[src/rtl/coin_input_cond.sv]
// Coin/cancel input conditioner: per-lane sync + debounce + rise event, shared A/B arbiter.
// Optional post-pulse lockout is enabled with `define COIN_HOLDOFF_EN.

module coin_deb_lane #(
  parameter int DEBOUNCE_CYCLES = 16
) (
  input  logic clk,
  input  logic reset,
  input  logic raw_i,
  output logic level_o,
  output logic rise_o
);
  localparam int CNT_W = $clog2(DEBOUNCE_CYCLES);
  localparam logic [CNT_W-1:0] CNT_MAX = CNT_W'(DEBOUNCE_CYCLES - 1);

  typedef enum logic [1:0] {LOW, RISE_WAIT, HIGH, FALL_WAIT} st_t;

  logic s1_q, s2_q;
  st_t state_q, state_d;
  logic [CNT_W-1:0] cnt_q, cnt_d;

  always_ff @(posedge clk or posedge reset) begin
    if (reset) begin
      s1_q    <= 1'b0;
      s2_q    <= 1'b0;
      state_q <= LOW;
      cnt_q   <= '0;
    end else begin
      s1_q    <= raw_i;
      s2_q    <= s1_q;
      state_q <= state_d;
      cnt_q   <= cnt_d;
    end
  end

  // Counter only advances while waiting; it never wraps because the wait resolves at CNT_MAX.
  always_comb begin
    state_d = state_q;
    cnt_d   = cnt_q;
    case (state_q)
      LOW: if (s2_q) begin
        state_d = RISE_WAIT;
        cnt_d   = '0;
      end
      RISE_WAIT: begin
        if (!s2_q)                state_d = LOW;
        else if (cnt_q == CNT_MAX) state_d = HIGH;
        else                      cnt_d   = cnt_q + CNT_W'(1);
      end
      HIGH: if (!s2_q) begin
        state_d = FALL_WAIT;
        cnt_d   = '0;
      end
      FALL_WAIT: begin
        if (s2_q)                 state_d = HIGH;
        else if (cnt_q == CNT_MAX) state_d = LOW;
        else                      cnt_d   = cnt_q + CNT_W'(1);
      end
      default: state_d = LOW;
    endcase
  end

  always_comb begin
    level_o = (state_q == HIGH) || (state_q == FALL_WAIT);
    rise_o  = (state_q == RISE_WAIT) && s2_q && (cnt_q == CNT_MAX);
  end
endmodule

module coin_input_cond #(
  parameter int DEBOUNCE_CYCLES = 16,
  parameter int HOLDOFF_CYCLES  = 8
) (
  input  logic clk,
  input  logic reset,
  input  logic btn_a_raw,
  input  logic btn_b_raw,
  output logic A,
  output logic B,
  output logic a_level,
  output logic b_level,
  output logic holdoff
);
  localparam int NUM_LANES = 2;

  generate
    if (DEBOUNCE_CYCLES < 2) begin : g_bad_deb
      $error("DEBOUNCE_CYCLES must be >= 2");
    end
    if (HOLDOFF_CYCLES < 1) begin : g_bad_hold
      $error("HOLDOFF_CYCLES must be >= 1");
    end
  endgenerate

  logic [NUM_LANES-1:0] raw, lvl, rise;
  assign raw = {btn_b_raw, btn_a_raw};

  genvar g;
  generate
    for (g = 0; g < NUM_LANES; g++) begin : g_lane
      coin_deb_lane #(.DEBOUNCE_CYCLES(DEBOUNCE_CYCLES)) u_lane (
        .clk    (clk),
        .reset  (reset),
        .raw_i  (raw[g]),
        .level_o(lvl[g]),
        .rise_o (rise[g])
      );
    end
  endgenerate

  logic hold;
  logic ev_a, ev_b;
  logic a_q, b_q;

  // A wins a simultaneous qualify; the B event is dropped, not deferred.
  assign ev_a = rise[0] & ~hold;
  assign ev_b = rise[1] & ~rise[0] & ~hold;

`ifdef COIN_HOLDOFF_EN
  localparam int HO_W = $clog2(HOLDOFF_CYCLES + 1);
  logic [HO_W-1:0] ho_q, ho_d;

  assign hold = (ho_q != '0);

  always_comb begin
    ho_d = ho_q;
    if (ev_a || ev_b) ho_d = HO_W'(HOLDOFF_CYCLES);
    else if (hold)    ho_d = ho_q - HO_W'(1);
  end

  always_ff @(posedge clk or posedge reset) begin
    if (reset) ho_q <= '0;
    else       ho_q <= ho_d;
  end
`else
  assign hold = 1'b0;
`endif

  always_ff @(posedge clk or posedge reset) begin
    if (reset) begin
      a_q <= 1'b0;
      b_q <= 1'b0;
    end else begin
      a_q <= ev_a;
      b_q <= ev_b;
    end
  end

  assign A       = a_q;
  assign B       = b_q;
  assign a_level = lvl[0];
  assign b_level = lvl[1];
  assign holdoff = hold;
endmodule

[config.mk]
export PLATFORM = sky130hd
export DESIGN_NAME = coin_input_cond
export DESIGN_NICKNAME = d
export VERILOG_FILES = /design/src/rtl/coin_input_cond.sv
export SDC_FILE = /design/constraint.sdc
export NUM_CORES = 1
export LEC_CHECK = 0
export ABC_AREA = 1
export ABC_CLOCK_PERIOD_IN_PS = 1500
export BUFFER_PORTS_ARGS = -buffer_cell sky130_fd_sc_hd__buf_2
export CAP_MARGIN = 10
export CORE_MARGIN = 2
export CORE_UTILIZATION = 28
export CTS_CLUSTER_DIAMETER = 80
export CTS_CLUSTER_SIZE = 12
export DETAILED_ROUTE_END_ITERATION = 8
export PLACE_DENSITY = 0.49
export SYNTH_ARGS = -nofsm -noshare
export SYNTH_HDL_FRONTEND = slang
export SYNTH_SLANG_ARGS = --single-unit
[constraint.sdc]
create_clock -name clk -period 1.5 [get_ports clk]
set_input_delay 0.15 -clock clk [delete_from_list [all_inputs] [get_ports clk]]
set_output_delay 0.15 -clock clk [all_outputs]
set_load 0.005 [all_outputs]
==> impl_metrics.json <==
{
  "grt_max_degree": 19,
  "powerDensity_nw_per_um2": 938,
  "first_pass_iters": 4,
  "cts_tree": "built",
  "ir_drop_mv": 0.321,
  "clockRootBuffer": "clkbuf_4",
  "portBuffers": 7,
  "insertion_delay_ns": 0.28,
  "coreArea_um2": 2710,
  "rsz0062_at_grt": "no",
  "htreeDepth": 1,
  "cap_violations": 0,
  "rows": 19,
  "layout-area-overhead-vs-synth_pct": 15.1,
  "vias": 547,
  "cp.required_ns": 1.66,
  "drtIter0Drc": 9,
  "ys_ff_latch": 18,
  "hp-class": "flop to flop",
  "finalCriticalPeriod_ns": 1.27,
  "syn_avg_cell_area_um2": 8.68,
  "grt_pass1_vias": 528,
  "grt_pass1_wl_mm": 2.20,
  "postPlaceCellArea_um2": 856,
  "cts.path.max_buffers": 2,
  "drc": 0,
  "tns_ns": 0,
  "gp_congestion": 0.729,
  "arrival_ns": 1.43,
  "clock_sinks": 18,
  "drv_slew": 0,
  "synth_edf_count": 0,
  "max_freq_mhz": 788,
  "cts.clk_slew.worst_paths_ns": 0.09,
  "syn_inst": 91,
  "yosysMostFrequentCell": "nand2_1",
  "track_usage_pct": 8.79,
  "overflow": 0,
  "synth_cell_types": 16,
  "vias_per_cell": 4.11,
  "path_class": "flop to flop",
  "crit_path_start": "g_lane[0].u_lane.cnt_q[0]$_DFFE_PP0P_",
  "n_antenna_cell": 0,
  "async_flop_share_pct": 100,
  "nets": 110,
  "hold_start": "g_lane[0].u_lane.s1_q$_DFF_PP0_",
  "finish.utilization_pct": 33.5,
  "initial_core_util_pct": 29.1,
  "antenna_left": 0,
  "wl_mm": 1.26,
  "dieArea_um2": 3260,
  "drive_gt1_share_pct": 13.7,
  "dp_hpwl_um": 915,
  "crit_fanout": 8,
  "yosys.area.top_type": "dfrtp_1",
  "clock_skew_ns": 0.00684,
  "fp.dieW_um": 57.1,
  "yosys_warnings": 0,
  "timing.rr.start": "g_lane[0].u_lane.cnt_q[0]$_DFFE_PP0P_",
  "drt-wirelength-per-cell_um": 9.44,
  "cts_buffers": 3,
  "final_hold_viol_count": 0,
  "syn-num-nets": 97,
  "io_pins": 9,
  "mappedNetlistArea_um2": 790,
  "synth-seq-area-share_pct": 57.1,
  "synth_top_area_share_pct": 57.1,
  "end_kind": "flop",
  "synth_area_leaders": "dfrtp_1 57%, nand2_1 15%, inv_1 6.7%",
  "antenna_found_initial": 0,
  "final_cell_area_um2": 908,
  "period_share_pct": 84.6,
  "synth-main-ff-cell": "dfrtp_1",
  "leakage_uw": 0.000492,
  "synth_commonest_cells": "32 x nand2_1, 18 x dfrtp_1, 14 x inv_1, 5 x nand3_1, 4 x o21ai_0",
  "finalSetupViolations": 0,
  "die_h_um": 57.1,
  "outcome": "completed",
  "worstSetupStartpointType": "flop"
}
per-stage QoR:
step / worst slack, ns / hold slack (ns) / cells / total power (uW)
4_1_cts: 0.217 / 0.360 / 133 / 877
2_1_floorplan: 0.345 / 0.0886 / 91 / 602
3_3_place_gp: 0.269 / 0.179 / 127 / 623
6_report: 0.231 / 0.357 / 133 / 852
5_1_grt: 0.0712 / 0.376 / 133 / 910
3_5_place_dp: 0.238 / 0.179 / 127 / 624
cell families (layout without fill, tap and decap cells):
family	count (synthesis)	after routing	share of synthesized area (%)
adders and majority gates	2	2	3.17
DFF	18	18	57.1
AOI/OAI and AO/OA	7	7	4.44
other	1	1	0.475
and+or+nand+nor	44	44	23.1
buffers and inverters	17	28	8.56
xor gates and xnor gates	2	2	3.17
report_power, final:
part	internal [uW]	switching (uW)	total, uW
clock network	93.1	140	233
logic	33.5	42.0	75.5
registers	513	30.5	543
total	640	213	852
final cells by class:
cell class              instances  area, um2
inverters                      14       52.6
well taps                      31       38.8
clock buffers                   3       22.5
repair buffers                 11       72.6
multi-input cells              56        272
flip-flops and latches         18        450
fillers                       298       1800
worst paths after layout:
| check | to | slack [ns] | depth (start not counted) |
|---|---|---|---|
| min in group asynchronous | g_lane[1].u_lane.state_q[0]$_DFFE_PP0P_ | 0.41 | 4 |
| max in group asynchronous | asynchronous set/reset pin | 0.89 | 4 |
| min | g_lane[0].u_lane.s2_q$_DFF_PP0_ | 0.36 | 0 |
| max | g_lane[0].u_lane.cnt_q[0]$_DFFE_PP0P_ | 0.23 | 7 |
| max reg2reg | g_lane[0].u_lane.cnt_q[0]$_DFFE_PP0P_ | 0.23 | 7 |
| min reg2reg | g_lane[0].u_lane.s2_q$_DFF_PP0_ | 0.36 | 0 |
worst max-delay path: stages, from the launching register on:
cell and delay (ns):
dfrtp_1 0.43, ha_1 0.24, nand2_1 0.07, inv_1 0.03, nand2_1 0.11, nand2_2 0.12, nand2_1 0.07, o21ai_0 0.08
layout by cell type, fill, tap and decap left out:
| cell type | n |
|---|---|
| xor2_2 | 1 |
| inv_1 | 14 |
| nand2_1 | 32 |
| nand3_1 | 5 |
| dlygate4sd3_1 | 3 |
| o21ai_1 | 3 |
| clkbuf_4 | 3 |
| o21ai_0 | 4 |
| nor2_1 | 2 |
| dfrtp_1 | 18 |
| nand2_2 | 2 |
| ha_1 | 2 |
| nor3_1 | 1 |
| nand4_1 | 2 |
| buf_4 | 1 |
| xor2_1 | 1 |
| conb_1 | 1 |
| buf_2 | 7 |
routing by layer:
metal,global-route usage [%],vias to the layer above,wire (um)
met5,0,-,0
met4,3.99,0,0
met3,2.04,0,40
met2,13.3,4,578
met1,12.0,246,636
li1,-,297,-
repair_timing:
action	4_1_cts	5_1_grt
hold buffers	3	0
hold endpoints to repair	20	0
setup endpoints to repair	0	0
resized for setup	0	0
setup buffers	0	0
Power figures use the tool's default switching activity.
